**config.mk**
```make
export PLATFORM = sky130hd
export DESIGN_NAME = alu_req_scheduler
export DESIGN_NICKNAME = d
export VERILOG_FILES = /design/src/rtl/alu_req_scheduler.sv
export SDC_FILE = /design/constraint.sdc
export NUM_CORES = 1
export LEC_CHECK = 0
export ABC_CLOCK_PERIOD_IN_PS = 5700
export BUFFER_PORTS_ARGS = -buffer_cell sky130_fd_sc_hd__buf_2
export CORE_UTILIZATION = 48
export DETAILED_ROUTE_END_ITERATION = 16
export PLACE_DENSITY = 0.95
export REMOVE_ABC_BUFFERS = 1
export SLEW_MARGIN = 25
export SYNTH_ARGS = -nofsm -noshare
export SYNTH_HDL_FRONTEND = slang
export SYNTH_SLANG_ARGS = --single-unit
```
**constraint.sdc**
```tcl
create_clock -name clk -period 5.7 [get_ports clk]
set_input_delay 1.14 -clock clk [delete_from_list [all_inputs] [get_ports clk]]
set_output_delay 1.14 -clock clk [all_outputs]
set_load 0.005 [all_outputs]
```
**src/rtl/alu_req_scheduler.sv**
```systemverilog
// alu_req_scheduler: lets N requesters share one ALU datapath.
// Round-robin grant, fixed-latency execution, and a response that is held
// on a shared bus until the granted requester accepts it.
module alu_req_scheduler #(
    parameter int N       = 4,
    parameter int W       = 8,
    parameter int CW      = 16,
    parameter int OPW     = 4,
    parameter int ALU_LAT = 1
) (
    input  logic                 clk,
    input  logic                 reset,
    input  logic [N-1:0]         req_valid,
    output logic [N-1:0]         req_ready,
    input  logic [N*OPW-1:0]     req_opcode,
    input  logic [N*W-1:0]       req_a,
    input  logic [N*W-1:0]       req_b,
    output logic [N-1:0]         rsp_valid,
    input  logic [N-1:0]         rsp_ready,
    output logic [CW-1:0]        rsp_c,
    output logic                 rsp_dbz,
    output logic [OPW-1:0]       alu_opcode,
    output logic [W-1:0]         alu_a,
    output logic [W-1:0]         alu_b,
    input  logic [CW-1:0]        alu_c,
    input  logic                 alu_dbz,
    output logic                 busy,
    output logic [$clog2(N)-1:0] grant_id
);

    localparam int IDW  = $clog2(N);
    localparam int CNTW = 4;  // holds latencies up to 15
    localparam logic [IDW-1:0] PTR_RST = IDW'(N - 1);

    typedef enum logic [1:0] {
        IDLE,
        EXEC,
        RESP
    } state_t;

    state_t          state_q, state_d;
    logic [IDW-1:0]  ptr_q, ptr_d;      // last requester served
    logic [IDW-1:0]  grant_q, grant_d;  // current owner
    logic [CNTW-1:0] cnt_q, cnt_d;      // remaining EXEC cycles
    logic [OPW-1:0]  alu_op_q, alu_op_d;
    logic [W-1:0]    alu_a_q, alu_a_d;
    logic [W-1:0]    alu_b_q, alu_b_d;
    logic [CW-1:0]   rsp_c_q, rsp_c_d;
    logic            rsp_dbz_q, rsp_dbz_d;

    logic            gnt_found;
    logic [IDW-1:0]  gnt_idx;
    logic [IDW-1:0]  scan_idx;

    // Round-robin pick: first valid requester after the last one served.
    always_comb begin
        // NOTE: every variable assigned in a combinational block gets a
        // default first, so no path leaves it holding state (no latch).
        gnt_found = 1'b0;
        gnt_idx   = '0;
        scan_idx  = '0;
        for (int k = 1; k <= N; k++) begin
            scan_idx = IDW'((int'(ptr_q) + k) % N);
            if (!gnt_found && req_valid[scan_idx]) begin
                gnt_found = 1'b1;
                gnt_idx   = scan_idx;
            end
        end
    end

    // Next-state logic: grant, count down the ALU latency, hold the response.
    always_comb begin
        state_d   = state_q;
        ptr_d     = ptr_q;
        grant_d   = grant_q;
        cnt_d     = cnt_q;
        alu_op_d  = alu_op_q;
        alu_a_d   = alu_a_q;
        alu_b_d   = alu_b_q;
        rsp_c_d   = rsp_c_q;
        rsp_dbz_d = rsp_dbz_q;

        case (state_q)
            IDLE: begin
                if (gnt_found) begin
                    alu_op_d = req_opcode[gnt_idx*OPW +: OPW];
                    alu_a_d  = req_a[gnt_idx*W +: W];
                    alu_b_d  = req_b[gnt_idx*W +: W];
                    grant_d  = gnt_idx;
                    cnt_d    = CNTW'(ALU_LAT);
                    state_d  = EXEC;
                end
            end
            EXEC: begin
                // The last EXEC cycle is the one where the ALU output is valid.
                if (cnt_q <= CNTW'(1)) begin
                    rsp_c_d   = alu_c;
                    rsp_dbz_d = alu_dbz;
                    state_d   = RESP;
                end else begin
                    cnt_d = cnt_q - CNTW'(1);
                end
            end
            RESP: begin
                // Only the owner's accept matters; the owner then drops to
                // lowest priority for the next round.
                if (rsp_ready[grant_q]) begin
                    ptr_d   = grant_q;
                    state_d = IDLE;
                end
            end
            default: state_d = IDLE;
        endcase
    end

    // Handshake outputs: grant only in IDLE, response only in RESP.
    always_comb begin
        req_ready = '0;
        rsp_valid = '0;
        // Held at zero while reset is asserted so every output reads 0.
        if (state_q == IDLE && gnt_found && !reset) begin
            req_ready = N'(1) << gnt_idx;
        end
        if (state_q == RESP) begin
            rsp_valid = N'(1) << grant_q;
        end
    end

    // State registers; reset puts priority back on requester 0.
    always_ff @(posedge clk or posedge reset) begin
        // NOTE: sequential state uses non-blocking assignments so every flop
        // samples pre-edge values regardless of statement order.
        if (reset) begin
            state_q   <= IDLE;
            ptr_q     <= PTR_RST;
            grant_q   <= '0;
            cnt_q     <= '0;
            alu_op_q  <= '0;
            alu_a_q   <= '0;
            alu_b_q   <= '0;
            rsp_c_q   <= '0;
            rsp_dbz_q <= 1'b0;
        end else begin
            state_q   <= state_d;
            ptr_q     <= ptr_d;
            grant_q   <= grant_d;
            cnt_q     <= cnt_d;
            alu_op_q  <= alu_op_d;
            alu_a_q   <= alu_a_d;
            alu_b_q   <= alu_b_d;
            rsp_c_q   <= rsp_c_d;
            rsp_dbz_q <= rsp_dbz_d;
        end
    end

    assign alu_opcode = alu_op_q;
    assign alu_a      = alu_a_q;
    assign alu_b      = alu_b_q;
    assign rsp_c      = rsp_c_q;
    assign rsp_dbz    = rsp_dbz_q;
    assign busy       = (state_q != IDLE);
    assign grant_id   = grant_q;

endmodule
```
==> impl_metrics.yaml <==
sta:
  grt_setup_unrepaired: "false"
  worst_slew_pin_slew_ns: 0.765
  post-route-period-util_pct: 65.2
  setup_viol: 0
  fin_tns_setup_ns: 0
  maxSlewViolCount: 0
  hold_slack_ns: 0.495
  finClkSkew_ns: 0.00797
  clock.fmax_ghz: 0.269
  finalHoldViolCount: 0
  slew_headroom_pct: 49.0
  period_minus_slack_ns: 3.72
cells_and_area:
  fillCellCount: 443
  diodes: 0
  layout.cells.non_filler: 496
  drive_gt1_share_pct: 53.3
  syn_to_final_growth_pct: 32.0
  finish.net_count: 532
global_route:
  grt_usage_pct: 25.1
  grt_max_degree: 37
  antenna_found_initial: 0
  grt_remaining_overflow: 0
  grt_first_pass_wirelength_mm: 12.1
  grt_pass1_vias: 2696
clock_tree:
  numCtsBuffers: 5
  cts_hold_buf: 0
  h-tree-depth: 2
  cts_resized: 0
  clkLatencyLatePin_ns: 0.29
  cts.clk_slew.worst_paths_ns: 0.09
  cts_tree: "yes"
  post-cts-setup-buffer-count: 0
  cts_max_path_buffers: 2
  cts_root_buf: "clkbuf_8"
  cts_num_sinks: 47
power:
  sw_frac_of_total_pct: 40.6
  power.density_nw_per_um2: 497
  pwr-share-comb_pct: 54.3
  p_int_mw: 1.08
  p_sw_uw: 738
  power.share.clock_pct: 10.8
  sequentialPowerShare_pct: 34.9
  p_leak_nw: 1.77
  peakVddDrop_uv: 250
floorplan:
  dieWidth_um: 78.0
  die_h_um: 78.0
  start_util_pct: 50.0
  dieArea_um2: 6080
  core_um2: 5540
  row_count: 27
  ios: 155
setup_path:
  crit_path_start_kind: "input port"
  crit_family: "compound AO/OA/AOI/OAI gates"
  crit_cells: 5
  crit_chain: "buf_2 > nor2_2 > a21o_1 > nor3_1 > buf_2"
  crit_start: "req_valid[3]"
  slowest_stage: "a21o_1"
  worstReg2RegEnd: "alu_a[7]"
  path_max_fanout: 23
  reg2reg_depth: 6
  criticalPathCategory: "input port to output pin"
  cp_num_buf_inv: 2
  crit_top_cell: "buf_2"
  rrSetupSlack_ns: 3.60
  arrival_ns: 2.58
  endpoint: "req_ready[2]"
  cp.required_ns: 4.56
  worstReg2RegStart: "ptr_q[0]"
  max_stage_delay_ns: 0.68
  endpoint_kind: "output pin"
detailed_routing:
  wirelength_mm: 7.44
  first_pass_iters: 4
  antenna_left: 0
  drt-initial-drc-count: 142
  wire_per_inst_um: 15.0
  via_per_inst: 5.51
  vias: 2731
  drc: 0
worst_hold_path:
  hold_start: "rsp_c[0]"
  min_path_type: "flop to flop"
yosys:
  ys_ff_latch: 47
  synth_area_um2: 2770
  syn_inst: 272
  synth_top_area_share_pct: 40.6
  netlist_top_cells_area: "dfrtp_1, mux2_2, nand2_1"
  synth_top_area_cell: "dfrtp_1"
  synth_edf_count: 0
  avgSynthCellArea_um2: 10.2
  ys_seq_area_share_pct: 42.5
  ys_top_cells_by_count: "nand2_1, dfrtp_1, mux2_2"
  yosysMostFrequentCell: "nand2_1"
  ys_async_sr_fraction_pct: 100
  synth_flop_cell: "dfrtp_1"
  netlist-cell-type-count: 50
  synth_warnings: 0
placement:
  hpwl_mm: 5.65
  placed_cells: 487
  io_buffers: 154
  gp_congestion: 0.792
status:
  outcome: "completed"
flow_run:
  max_cap_viol_count: 0
[worst min path at each step]
stage	endpoint	slack [ns]	depth (start not counted)
3_5_place_dp	rsp_c[4]	0.48	1
2_1_floorplan	rsp_c[0]	0.48	1
3_3_place_gp	rsp_c[0]	0.47	1
5_1_grt	rsp_c[2]	0.51	1
4_1_cts	rsp_c[0]	0.50	1
6_report	rsp_c[0]	0.49	1
[sequential cells by signal (all words and copies together) (netlist names)]
register    cells
rsp_dbz         1
alu_b           8
ptr_q           2
cnt_q           4
grant_id        2
alu_a           8
rsp_c          16
state_q         2
alu_opcode      4
[area by class of cell]
cell class	count	area, um2	share of cell area (%)
Timing Repair Buffer	160	816	22.3
Multi-Input combinational cell	204	1470	40.2
Clock buffer	6	72.6	1.98
Sequential cell	47	1180	32.2
Inverter	5	18.8	0.513
Tap cell	72	90.1	2.46
Clock inverter	2	12.5	0.342
[cells in the final DEF (no fill, tap or decap), types with 2 or more instances in the layout]
cell type	n
buf_2	154
mux2_2	36
a21oi_1	12
a32oi_1	3
nor2_1	29
nand3_1	2
nor3_1	3
clkbuf_8	5
nor2b_1	2
nand2_1	47
buf_4	6
dfstp_2	2
a21oi_2	7
nand2b_1	4
and3_1	4
a31oi_1	3
mux2_1	5
dfrtp_1	45
ha_1	2
o21ai_0	3
a221oi_1	15
inv_1	4
[power by group through the flow]
stage               logic, mW  clock network (mW)  registers [mW]
floorplan               0.626                   0           0.626
global placement        0.935                   0           0.631
detailed placement      0.983                   0           0.636
CTS                     0.983               0.198           0.634
global route             1.09               0.215           0.655
finish                  0.988               0.197           0.635
[metal layers]
metal  track usage [%]  share of wire, %  wire [um]  vias to the layer above
met5                 0                 0          0                        -
met4              9.26               2.2        164                        0
met3              4.59               6.5        487                       20
met2              46.2                53       3960                      137
met1              28.8                38       2830                     1299
li1                  -                 -          -                     1275
[cells by family (layout without fill, tap and decap cells)]
| group | Yosys count | in the layout | synth area share [%] |
|---|---|---|---|
| compound gates | 59 | 59 | 17.6 |
| simple gates | 98 | 98 | 16.0 |
| buf+inv | 21 | 173 | 4.56 |
| xor+xnor | 2 | 2 | 0.632 |
| fa+ha+maj | 2 | 2 | 0.903 |
| mux | 43 | 43 | 17.8 |
| flops | 47 | 47 | 42.5 |
[metrics by stage]
stage	cell area, um2	utilization, %	power [mW]	worst slack (ns)
2_1_floorplan	2660	-	1.25	1.98
3_3_place_gp	3570	64.4	1.57	2.07
3_5_place_dp	3570	64.4	1.62	2.00
4_1_cts	3650	65.9	1.82	1.98
5_1_grt	3660	66.0	1.96	1.87
6_report	3660	66.0	1.82	1.98
Power figures use the tool's default switching activity.
